[src/rtl/desc_pixel_packer_if.sv]
// Pixel-in / packed-word-out handshake bundle for desc_pixel_packer.
// The master modport is the stream source and word consumer; the slave modport is the packer.
interface desc_pixel_packer_if;
   logic [7:0]  pixel_in;
   logic        pixel_valid;
   logic        pixel_ready;
   logic [31:0] desc_data_out;
   logic        desc_data_ready;

   modport master (
      output pixel_in, pixel_valid,
      input  pixel_ready, desc_data_out, desc_data_ready
   );

   modport slave (
      input  pixel_in, pixel_valid,
      output pixel_ready, desc_data_out, desc_data_ready
   );
endinterface

[src/rtl/desc_pixel_packer.sv]
// Packs a byte pixel stream into 32-bit descriptor words and strobes each word once.
// Optional macro DESC_PACK_ZERO_CLAMP_EN: stores received 8'h00 pixels as 8'h01.
module desc_pixel_packer #(
   parameter int NUM_WORDS  = 64,
   parameter int GAP_CYCLES = 1,
   localparam int WCW = $clog2(NUM_WORDS + 1)
) (
   input  logic                 i_clk,
   input  logic                 i_rst,
   input  logic                 i_start,
   desc_pixel_packer_if.slave   bus,
   output logic                 o_busy,
   output logic                 o_done,
   output logic [WCW-1:0]       o_word_count
);
   localparam int GW = (GAP_CYCLES > 1) ? $clog2(GAP_CYCLES) : 1;

   typedef enum logic [2:0] {S_IDLE, S_PACK, S_ISSUE, S_GAP, S_DONE} state_t;

   state_t        r_state;
   logic [1:0]    r_idx;
   logic [31:0]   r_pack;
   logic [31:0]   r_data;
   logic          r_strobe;
   logic          r_pixel_ready;
   logic          r_busy;
   logic          r_done;
   logic [WCW-1:0] r_wcnt;
   logic [GW-1:0] r_gap;

   logic          w_accept;
   logic [7:0]    w_pix;
   logic [31:0]   w_pack_nxt;

   // r_pixel_ready is only ever high in PACK, so it doubles as the state qualifier
   assign w_accept = bus.pixel_valid & r_pixel_ready;

   always_comb begin
      w_pix = bus.pixel_in;
`ifdef DESC_PACK_ZERO_CLAMP_EN
      if (bus.pixel_in == 8'h00) w_pix = 8'h01;
`endif
      w_pack_nxt = r_pack;
      case (r_idx)
         2'd0:    w_pack_nxt[31:24] = w_pix;
         2'd1:    w_pack_nxt[23:16] = w_pix;
         2'd2:    w_pack_nxt[15:8]  = w_pix;
         default: w_pack_nxt[7:0]   = w_pix;
      endcase
   end

   always_ff @(posedge i_clk) begin
      if (i_rst) begin
         r_state       <= S_IDLE;
         r_idx         <= 2'd0;
         r_pack        <= 32'd0;
         r_data        <= 32'd0;
         r_strobe      <= 1'b0;
         r_pixel_ready <= 1'b0;
         r_busy        <= 1'b0;
         r_done        <= 1'b0;
         r_wcnt        <= '0;
         r_gap         <= '0;
      end else begin
         case (r_state)
            S_IDLE, S_DONE: begin
               if (i_start) begin
                  r_state       <= S_PACK;
                  r_idx         <= 2'd0;
                  r_pack        <= 32'd0;
                  r_wcnt        <= '0;
                  r_pixel_ready <= 1'b1;
                  r_busy        <= 1'b1;
                  r_done        <= 1'b0;
               end
            end
            S_PACK: begin
               if (w_accept) begin
                  r_pack <= w_pack_nxt;
                  r_idx  <= r_idx + 2'd1;
                  if (r_idx == 2'd3) begin
                     r_state       <= S_ISSUE;
                     r_data        <= w_pack_nxt;
                     r_strobe      <= 1'b1;
                     r_pixel_ready <= 1'b0;
                  end
               end
            end
            S_ISSUE: begin
               r_state  <= S_GAP;
               r_strobe <= 1'b0;
               r_wcnt   <= r_wcnt + WCW'(1);
               r_gap    <= '0;
            end
            S_GAP: begin
               if (r_gap == GW'(GAP_CYCLES - 1)) begin
                  if (r_wcnt == WCW'(NUM_WORDS)) begin
                     r_state <= S_DONE;
                     r_busy  <= 1'b0;
                     r_done  <= 1'b1;
                  end else begin
                     r_state       <= S_PACK;
                     r_pixel_ready <= 1'b1;
                  end
               end else begin
                  r_gap <= r_gap + GW'(1);
               end
            end
            default: r_state <= S_IDLE;
         endcase
      end
   end

   assign bus.pixel_ready     = r_pixel_ready;
   assign bus.desc_data_out   = r_data;
   assign bus.desc_data_ready = r_strobe;
   assign o_busy              = r_busy;
   assign o_done              = r_done;
   assign o_word_count        = r_wcnt;
endmodule
[src/flat_wrapper.sv]
// flat-port wrapper written by rule: the top's interface ports become plain ports
module desc_pixel_packer_flat 
#(
   parameter int NUM_WORDS  = 64,
   parameter int GAP_CYCLES = 1,
   localparam int WCW = $clog2(NUM_WORDS + 1)
)
  (i_clk, i_rst, i_start, o_busy, o_done, o_word_count, bus_pixel_in, bus_pixel_valid, bus_pixel_ready, bus_desc_data_out, bus_desc_data_ready);
  desc_pixel_packer_if bus_i ();
  input  logic i_clk;
  input  logic i_rst;
  input  logic i_start;
  output logic o_busy;
  output logic o_done;
  output logic [WCW-1:0] o_word_count;
  input wire logic [$bits(bus_i.pixel_in)-1:0] bus_pixel_in;
  input wire logic [$bits(bus_i.pixel_valid)-1:0] bus_pixel_valid;
  output wire logic [$bits(bus_i.pixel_ready)-1:0] bus_pixel_ready;
  output wire logic [$bits(bus_i.desc_data_out)-1:0] bus_desc_data_out;
  output wire logic [$bits(bus_i.desc_data_ready)-1:0] bus_desc_data_ready;
  assign bus_i.pixel_in = bus_pixel_in;
  assign bus_i.pixel_valid = bus_pixel_valid;
  assign bus_pixel_ready = bus_i.pixel_ready;
  assign bus_desc_data_out = bus_i.desc_data_out;
  assign bus_desc_data_ready = bus_i.desc_data_ready;
  desc_pixel_packer #(.NUM_WORDS(NUM_WORDS), .GAP_CYCLES(GAP_CYCLES)) u_core (.i_clk(i_clk), .i_rst(i_rst), .i_start(i_start), .bus(bus_i), .o_busy(o_busy), .o_done(o_done), .o_word_count(o_word_count));
endmodule
[config.mk]
export PLATFORM = sky130hd
export DESIGN_NAME = desc_pixel_packer_flat
export DESIGN_NICKNAME = d
export VERILOG_FILES = /design/src/rtl/desc_pixel_packer_if.sv /design/src/rtl/desc_pixel_packer.sv /design/src/flat_wrapper.sv
export SDC_FILE = /design/constraint.sdc
export NUM_CORES = 1
export LEC_CHECK = 0
export CAP_MARGIN = 25
export CORE_MARGIN = 5
export CORE_UTILIZATION = 55
export CTS_CLUSTER_DIAMETER = 200
export CTS_CLUSTER_SIZE = 28
export DETAILED_ROUTE_END_ITERATION = 10
export DONT_BUFFER_PORTS = 1
export PLACE_DENSITY = 0.7
export SETUP_SLACK_MARGIN = 0.2
export SLEW_MARGIN = 20
export SYNTH_ARGS = -nofsm -noshare
export SYNTH_HDL_FRONTEND = slang
export SYNTH_SLANG_ARGS = --single-unit
[constraint.sdc]
create_clock -name i_clk -period 1.75 [get_ports i_clk]
set_input_delay 0.35 -clock i_clk [delete_from_list [all_inputs] [get_ports i_clk]]
set_output_delay 0.35 -clock i_clk [all_outputs]
set_load 0.1 [all_outputs]
==> results of run 1 <==
==> cells in the mapped netlist, types with 6 or more instances <==
| cell type | instances | area share (%) |
|---|---|---|
| mux2i_1 | 56 | 16 |
| dfxtp_1 | 72 | 40 |
| clkbuf_1 | 12 | 1.3 |
| a211oi_2 | 21 | 7.3 |
| nand2b_1 | 17 | 3.0 |
| inv_1 | 6 | 0.63 |
| a31oi_1 | 25 | 4.4 |
| a21oi_1 | 9 | 1.3 |
| buf_2 | 10 | 1.4 |
| a211oi_1 | 6 | 1.3 |
| buf_6 | 10 | 3.1 |
| nand3b_1 | 24 | 5.0 |
| ha_1 | 6 | 2.1 |
==> report_power, final <==
group	internal (mW)	leakage (nW)	switching, mW
sequential	1.64	0.587	0.00932
combinational	0.0628	0.938	0.112
clock	0.863	0.117	0.619
==> kinds of logic (layout without fill, tap and decap cells) <==
| kind of cell | Yosys count | in the layout | synth area share, % |
|---|---|---|---|
| flip-flops | 72 | 72 | 40.3 |
| AND/OR/NAND/NOR | 85 | 86 | 16.7 |
| buffers and inverters | 41 | 76 | 7.77 |
| AO/OA/AOI/OAI | 67 | 67 | 15.8 |
| multiplexers | 61 | 61 | 17.2 |
| adder cells (fa/ha/maj) | 6 | 6 | 2.10 |
==> what timing repair did <==
action                                  4_1_cts  5_1_grt
hold endpoints to repair                      0        0
endpoints found under the setup margin        0       54
gates resized for setup                       0        5
==> worst max-delay path: cells and delay by family (launching register included) <==
kind | cells | cell delay, ns
DFF | 1 | 0.40
adders and majority gates | 1 | 0.32
AOI/OAI and AO/OA | 1 | 0.13
and+or+nand+nor | 1 | 0.51
==> state kept, by name (all words and copies together) (netlist names) <==
signal,count
u_core.bus.desc_data_out,32
u_core.bus.desc_data_ready,1
u_core.bus.pixel_ready,1
u_core.o_busy,1
u_core.o_done,1
u_core.o_word_count,7
u_core.r_idx,2
u_core.r_pack,24
u_core.r_state,3
==> per-stage QoR <==
| step | area (µm²) | setup WS [ns] | util, % |
|---|---|---|---|
| floorplan | 3590 | 0.243 | - |
| global route | 4100 | 0.175 | 64.6 |
| detailed placement | 3840 | 0.219 | 60.5 |
| global placement | 3840 | 0.244 | 60.5 |
| finish | 4100 | 0.253 | 64.6 |
| CTS | 4070 | 0.202 | 64.2 |
==> cell usage in the layout (no fill, tap or decap), types with 2 or more instances in the layout <==
cell type / n
dfxtp_1: 61
mux2i_1: 56
buf_4: 54
a31oi_1: 25
nand3b_1: 24
a211oi_2: 21
nand2b_1: 17
clkbuf_8: 12
a21oi_1: 9
dfxtp_2: 8
inv_1: 6
a211oi_1: 6
ha_1: 6
nor2b_1: 5
nand3_1: 5
nor2_1: 4
and4b_1: 3
nor3_1: 3
nor3b_1: 3
mux2_1: 3
dfxtp_4: 3
nand3_2: 2
and3_1: 2
nor3b_2: 2
o211ai_1: 2
mux2_2: 2
nand4_1: 2
nand2_1: 2
or3_1: 2
==> layer usage <==
layer / wire length [µm] / vias up
met2: 3630 / 61
met5: 0 / -
met1: 4030 / 1243
met4: 32 / 0
li1: - / 1291
met3: 469 / 2
==> layout make-up <==
| class | count | area share (%) |
|---|---|---|
| well taps | 77 | 2.35 |
| flip-flops and latches | 72 | 35.7 |
| repair buffers | 54 | 9.89 |
| multi-input cells | 220 | 45.8 |
| inverters | 6 | 0.549 |
| clock inverters | 3 | 1.07 |
| clock buffers | 13 | 4.64 |
==> worst max path at each step <==
stage | end | slack (ns) | depth (start not counted)
after floorplan | u_core.bus.desc_data_out[23]$_SDFFE_PP0P_ | 0.24 | 5
after global placement | u_core.o_word_count[2]$_SDFFE_PP0P_ | 0.24 | 3
after CTS | u_core.o_word_count[2]$_SDFFE_PP0P_ | 0.20 | 3
final | u_core.bus.desc_data_out[10]$_SDFFE_PP0P_ | 0.25 | 3
after detailed placement | u_core.o_word_count[2]$_SDFFE_PP0P_ | 0.22 | 3
after global routing | u_core.bus.desc_data_out[23]$_SDFFE_PP0P_ | 0.18 | 3
==> results.yml, run 1 <==
synthesis:
  ys.flop_type: "dfxtp_1"
  syn_avg_cell_area_um2: 10.8
  synth_cell_type_count: 42
  synth_edf_count: 0
  synthCells: 332
  synth.cell_area_mm2: 0.00358
  synthArstFlopShare_pct: 0
  synth_nets: 350
  ys_seq_area_share_pct: 40.3
  ys_ff_latch: 72
  yosys_warnings: 0
global_routing:
  antenna_found_initial: 0
  met3_usage_pct: 5.08
  grt_pass1_vias: 2488
  grt_busiest_layer: "met1"
  use_met2_pct: 27.7
  grt_max_degree: 86
  grt_overflow: 0
  grtUsageTotal_pct: 19.9
  gr-usage-met1_pct: 28.9
  grt_first_pass_wirelength_um: 13300
clock_network:
  hold_buffers: 0
  ctsHtreeMaxLevel: 3
  cts-buffers-inserted: 9
  post_cts_buffers: 0
  clk_pin_slew_worst_paths_ns: 0.08
  tritoncts: "yes"
  clockRootBuffer: "clkbuf_8"
  clkSinkCount: 72
  clockBufferDepth: 2
  insertion_delay_ns: 0.35
layout:
  n_antenna_cell: 0
  final_cells: 445
  drive_above_1_share_pct: 31.0
  seqCellArea_mm2: 0.00146
  multiInputGateArea_mm2: 0.00188
  final_nets: 381
  fillCellCount: 539
  area_growth_pct: 14.6
die:
  rows: 29
  io_pins: 55
  fp.dieW_um: 90.6
  die_area_mm2: 0.00821
  die-height_um: 90.6
  coreArea_mm2: 0.00635
  start_util_pct: 56.3
setup_path:
  ff2ff_setup_slack_ns: 0.25
  worst-path-max-fanout: 25
  start_kind: "flip-flop"
  timing.rr.end: "u_core.bus.desc_data_out[10]$_SDFFE_PP0P_"
  slowest_stage: "and3_4"
  r2r_cells: 3
  crit_type: "flip-flop to flip-flop"
  required_ns: 1.97
  crit_chain: "ha_1, and3_4, a211oi_1"
  critPathMaxStageDelay_ns: 0.51
  r2r_start: "u_core.r_idx[1]$_SDFFE_PP0P_"
  end_kind: "flip-flop"
  crit_start: "u_core.r_idx[1]$_SDFFE_PP0P_"
  arrival_ns: 1.71
sta:
  fmaxAchievable_ghz: 0.668
  timing.hold.ws_ns: 0.104
  rsz0062_at_grt: "yes"
  finClkSkew_ns: 0.0115
  setup_viol: 0
  tightest_slew_ns: 0.558
  timing.final.max_slew_violations: 0
  tns_ns: 0
  min_period_ns: 1.50
  finalHoldViolations: 0
  post-route-period-util_pct: 85.6
  relSlewSlack_pct: 62.5
hold_path:
  min_from: "i_rst"
  worstHoldPathCells: 1
  min_to: "u_core.bus.desc_data_out[19]$_SDFFE_PP0P_"
  hold_path.class: "input port to flip-flop"
pwr:
  worst_ir_drop_vdd_uv: 452
  power_mw: 3.31
  p_per_area_mw_per_mm2: 807
  p_leak_nw: 1.64
status:
  status: "finished clean"
drt:
  wl_per_cell_um: 18.3
  drc: 0
  via_per_inst: 5.84
  drt_iter0_markers: 224
  firstDrtPassIters: 4
  via_count: 2597
  drt-total-wl_um: 8160
  final_antenna_net_count: 0
place:
  gp_congestion: 0.819
  place_inst: 428
  io_buffers: 0
  dp_hpwl_um: 5390
flow_run:
  cap_viol_max_count: 0
Power figures use the tool's default switching activity.
==> run 2: changes to the inputs <==
--- a/config.mk
+++ b/config.mk
@@ -7,12 +7,12 @@
 export LEC_CHECK = 0
 export CAP_MARGIN = 25
 export CORE_MARGIN = 5
-export CORE_UTILIZATION = 55
+export CORE_UTILIZATION = 63
 export CTS_CLUSTER_DIAMETER = 200
 export CTS_CLUSTER_SIZE = 28
 export DETAILED_ROUTE_END_ITERATION = 10
 export DONT_BUFFER_PORTS = 1
-export PLACE_DENSITY = 0.7
+export PLACE_DENSITY = 0.79
 export SETUP_SLACK_MARGIN = 0.2
 export SLEW_MARGIN = 20
 export SYNTH_ARGS = -nofsm -noshare
==> run 2 against run 1 <==
Compared with the run above:
- clock power is 7% higher
- wire length is 2.8% higher
- non-clock buffer count is 4 higher
- critical path depth is 2 higher
- worst hold slack worse by 0.059 ns
- largest cell class unchanged
==> results.yml, run 2 (synthesis results as in run 1) <==
status:
  status: "finished clean"
setup_path:
  timing.rr.end: "u_core.bus.desc_data_out[29]$_SDFFE_PP0P_"
  end_kind: "flip-flop"
  crit_end: "u_core.bus.desc_data_out[29]$_SDFFE_PP0P_"
  r2r_cells: 5
  crit_type: "flip-flop to flip-flop"
  ff2ff_setup_slack_ns: 0.26
  required_ns: 1.98
  crit_start: "u_core.r_idx[0]$_SDFFE_PP0P_"
  r2r_start: "u_core.r_idx[0]$_SDFFE_PP0P_"
  arrival_ns: 1.72
  worst-path-max-fanout: 9
  start_kind: "flip-flop"
die:
  fp.dieW_um: 85.3
  die-height_um: 85.3
  io_pins: 55
  start_util_pct: 64.9
  rows: 27
  coreArea_mm2: 0.00551
  die_area_mm2: 0.00728
clock_network:
  clkSinkCount: 72
  clockRootBuffer: "clkbuf_8"
  tritoncts: "yes"
  cts-buffers-inserted: 9
  insertion_delay_ns: 0.35
  ctsHtreeMaxLevel: 3
  clk_pin_slew_worst_paths_ns: 0.07
  clockBufferDepth: 2
layout:
  seqCellArea_mm2: 0.00147
  n_antenna_cell: 0
  final_nets: 384
  largest_register_ffs: 32
  final_common_cell: "dfxtp_1"
  fillCellCount: 400
  drive_above_1_share_pct: 31.8
  final_util_pct: 75.3
  final_cell_mix: "61 x dfxtp_1, 56 x mux2i_1, 55 x buf_4, 25 x a31oi_1, 24 x nand3b_1"
  multiInputGateArea_mm2: 0.00187
  area_growth_pct: 16.0
drt:
  via_count: 2709
  drt_iter0_markers: 187
  via_per_inst: 6.12
  firstDrtPassIters: 4
  drc: 0
  wl_per_cell_um: 18.9
  final_antenna_net_count: 0
  drt-total-wl_um: 8380
place:
  io_buffers: 0
  gp_congestion: 0.822
  dp_hpwl_um: 5660
sta:
  tightest_slew_ns: 0.458
  finClkSkew_ns: 0.00712
  timing.final.max_slew_violations: 0
  min_period_ns: 1.49
  finalHoldViolations: 0
  relSlewSlack_pct: 69.2
  rsz0062_at_grt: "yes"
  fmaxAchievable_ghz: 0.670
  setup_viol: 0
  post-route-period-util_pct: 85.2
  tns_ns: 0
pwr:
  power_mw: 3.42
  worst_ir_drop_vdd_uv: 738
  p_per_area_mw_per_mm2: 824
  p_leak_nw: 1.67
global_routing:
  grt_pass1_vias: 2597
  grt_overflow: 0
  grt_max_degree: 86
  grtUsageTotal_pct: 23.5
  antenna_found_initial: 0
  grt_first_pass_wirelength_um: 13500
flow_run:
  cap_viol_max_count: 0
hold_path:
  hold_path.class: "input port to flip-flop"
[run 2: worst min path at each step]
stage / from / end / slack [ns] / cells after the start
2_1_floorplan: u_core.r_pack[10]$_SDFFE_PP0P_ / u_core.r_pack[10]$_SDFFE_PP0P_ / 0.46 / 2
3_3_place_gp: i_rst / u_core.o_word_count[3]$_SDFFE_PP0P_ / 0.42 / 1
3_5_place_dp: i_rst / u_core.o_word_count[3]$_SDFFE_PP0P_ / 0.42 / 1
4_1_cts: i_rst / u_core.o_word_count[3]$_SDFFE_PP0P_ / 0.04 / 1
5_1_grt: i_rst / u_core.o_word_count[3]$_SDFFE_PP0P_ / 0.03 / 1
6_report: i_rst / u_core.o_word_count[3]$_SDFFE_PP0P_ / 0.05 / 1
[run 2: critical path: stages, from the launching register on]
cell	delay (ns)
dfxtp_1	0.39
inv_1	0.10
ha_1	0.19
buf_4	0.19
mux2i_1	0.37
a211oi_2	0.12
[run 2: timing repair]
item	CTS	global route
pin swaps	0	1
buffers inserted	1	0
setup endpoints to repair	13	17
gates resized for setup	3	6
hold buffers	0	0
[run 2: power breakdown]
part,switching [mW],total (mW),internal (mW),leakage (nW)
Clock,0.625,1.59,0.965,0.128
Sequential,0.00933,1.65,1.64,0.587
Combinational,0.111,0.176,0.0653,0.958
[run 2: through the flow]
stage | area, µm² | worst slack, ns | hold slack, ns | std cells
4_1_cts | 4130 | 0.219 | 0.0392 | 443
2_1_floorplan | 3590 | 0.243 | 0.461 | 332
3_3_place_gp | 3870 | 0.248 | 0.417 | 426
6_report | 4150 | 0.258 | 0.0454 | 443
3_5_place_dp | 3870 | 0.115 | 0.417 | 426
5_1_grt | 4150 | 0.189 | 0.0263 | 443
[run 2: layout make-up]
class,instances,share of cell area [%]
multi-input cells,219,45.0
clock inverters,4,1.72
clock buffers,12,4.25
inverters,6,0.543
well taps,72,2.17
repair buffers,58,11.0
flip-flops and latches,72,35.3
[run 2: metal layers]
metal / part of all wire, % / wire (µm) / global-route usage (%)
met1: 44 / 3670 / 29.9
met5: 0 / 0 / 0
met4: 2.1 / 176 / 8.49
met3: 6.5 / 543 / 6.89
met2: 48 / 4000 / 37.9
==> run 3: changes to the inputs <==
--- a/config.mk
+++ b/config.mk
@@ -8,7 +8,7 @@
 export CAP_MARGIN = 25
 export CORE_MARGIN = 5
 export CORE_UTILIZATION = 63
-export CTS_CLUSTER_DIAMETER = 200
+export CTS_CLUSTER_DIAMETER = 50
 export CTS_CLUSTER_SIZE = 28
 export DETAILED_ROUTE_END_ITERATION = 10
 export DONT_BUFFER_PORTS = 1
==> constraint.sdc (replaced) <==
create_clock -name i_clk -period 1.6 [get_ports i_clk]
set_input_delay 0.32 -clock i_clk [delete_from_list [all_inputs] [get_ports i_clk]]
set_output_delay 0.32 -clock i_clk [all_outputs]
set_load 0.1 [all_outputs]
==> run 3 against run 2 <==
Compared with the run above:
- clock power is 6% lower
- register-to-register slack worse by 0.13 ns
- via count rose by 6.2%
- wire length rose by 12%
- combinational power is 56% higher
- critical path type unchanged
- critical endpoint is now u_core.r_pack[9]$_SDFFE_PP0P_
- largest cell class unchanged
- highest routed layer unchanged
==> results.yml, run 3 (synthesis results as in run 1) <==
sta:
  tightest_slew_ns: 0.488
  timing.final.max_slew_violations: 0
  min_period_ns: 1.48
  tns_ns: 0
  rsz0062_at_grt: "yes"
  post-route-period-util_pct: 92.3
  setup_viol: 0
  relSlewSlack_pct: 67.2
  finClkSkew_ns: 0.00490
  finalHoldViolations: 0
  fmaxAchievable_ghz: 0.677
setup_path:
  crit_type: "flip-flop to flip-flop"
  end_kind: "flip-flop"
  required_ns: 1.83
  arrival_ns: 1.70
  worst-path-max-fanout: 7
  crit_start: "u_core.r_state[1]$_SDFFE_PP0P_"
  start_kind: "flip-flop"
  r2r_start: "u_core.r_state[1]$_SDFFE_PP0P_"
place:
  dp_hpwl_um: 5610
  io_buffers: 0
  gp_congestion: 0.847
  place_inst: 428
clock_network:
  clockRootBuffer: "clkbuf_8"
  hold_buffers: 0
  ctsHtreeMaxLevel: 3
  clockBufferDepth: 2
  clkSinkCount: 72
  cts-buffers-inserted: 9
  clk_pin_slew_worst_paths_ns: 0.07
  tritoncts: "yes"
  insertion_delay_ns: 0.34
layout:
  fillCellCount: 328
  area_growth_pct: 22.0
  final_util_pct: 79.2
  drive_above_1_share_pct: 37.3
  multiInputGateArea_mm2: 0.00196
  final_common_cell: "dfxtp_1"
  largest_register_ffs: 32
  final_nets: 394
  seqCellArea_mm2: 0.00148
  final_cell_mix: "59 x dfxtp_1, 52 x buf_4, 50 x mux2i_1, 25 x a31oi_1, 24 x nand3b_1"
  final_cells: 453
  n_antenna_cell: 0
flow_run:
  cap_viol_max_count: 0
drt:
  drt-total-wl_um: 9370
  via_per_inst: 6.35
  drt_iter0_markers: 241
  firstDrtPassIters: 5
  drc: 0
  final_antenna_net_count: 0
  via_count: 2876
  wl_per_cell_um: 20.7
global_routing:
  grt_overflow: 0
  grt_first_pass_wirelength_um: 13900
  grt_pass1_vias: 2716
  antenna_found_initial: 0
  grt_max_degree: 86
  grtUsageTotal_pct: 23.7
die:
  start_util_pct: 64.9
  rows: 27
  io_pins: 55
  die_area_mm2: 0.00728
  die-height_um: 85.3
  fp.dieW_um: 85.3
  coreArea_mm2: 0.00551
pwr:
  p_per_area_mw_per_mm2: 820
  power_mw: 3.58
  worst_ir_drop_vdd_uv: 573
  p_leak_nw: 1.74
hold_path:
  hold_path.class: "input port to flip-flop"
  min_from: "i_rst"
status:
  status: "finished clean"
-- run 3: cell types whose count changed in the layout (fill, tap and decap cells not counted), moves of 4 or more --
cell,before,now
buf_6,2,11
dfxtp_4,4,8
mux2_4,0,4
mux2i_1,56,50
mux2i_2,0,6
-- run 3: final timing paths --
kind / endpoint / slack, ns / depth (start not counted)
max: u_core.r_pack[9]$_SDFFE_PP0P_ / 0.12 / 5
max reg2reg: u_core.r_pack[9]$_SDFFE_PP0P_ / 0.12 / 5
min: u_core.o_word_count[2]$_SDFFE_PP0P_ / 0.03 / 1
min reg2reg: u_core.o_word_count[2]$_SDFFE_PP0P_ / 0.48 / 1
-- run 3: final cells by class --
type                       count  area share (%)
clock buffer                  14            3.99
clock inverter                 2           0.803
inverter                       6           0.516
multi-input combinational    220            44.9
sequential                    72            33.9
tap                           72            2.06
timing repair buffer          67            13.9
-- run 3: per-layer routing --
| layer | up-vias | routed length [µm] | GRT usage [%] |
|---|---|---|---|
| met2 | 137 | 4580 | 37.5 |
| met1 | 1399 | 4000 | 32.0 |
| met5 | - | 0 | 0 |
| met4 | 0 | 166 | 8.35 |
| met3 | 20 | 620 | 5.05 |
| li1 | 1320 | - | - |
-- run 3: stage by stage --
stage	setup slack (ns)	hold WS, ns	instance area (µm²)
after CTS	0.191	0.0236	4190
after detailed placement	0.101	0.388	3890
after floorplan	0.136	0.461	3610
after global placement	0.141	0.384	3890
final	0.124	0.0343	4360
after global routing	0.113	0.0189	4360
-- run 3: power breakdown --
group / switching, mW / internal (mW) / leakage, nW
registers: 0.0114 / 1.79 / 0.589
logic: 0.148 / 0.125 / 1.05
clock network: 0.645 / 0.858 / 0.106
total: 0.805 / 2.77 / 1.74
-- run 3: worst max-delay path, cell delays in order (launching register included) --
cell      delay, ns
dfxtp_4        0.37
buf_6          0.13
or3b_4         0.46
buf_12         0.17
nand3b_1       0.12
mux2i_1        0.10
-- run 3: what timing repair did --
action / CTS / global route
setup endpoints to repair: 62 / 67
gates cloned: 0 / 4
hold endpoints to repair: 0 / 0
setup buffers: 2 / 3
resized for setup: 22 / 22
pin swaps: 2 / 6
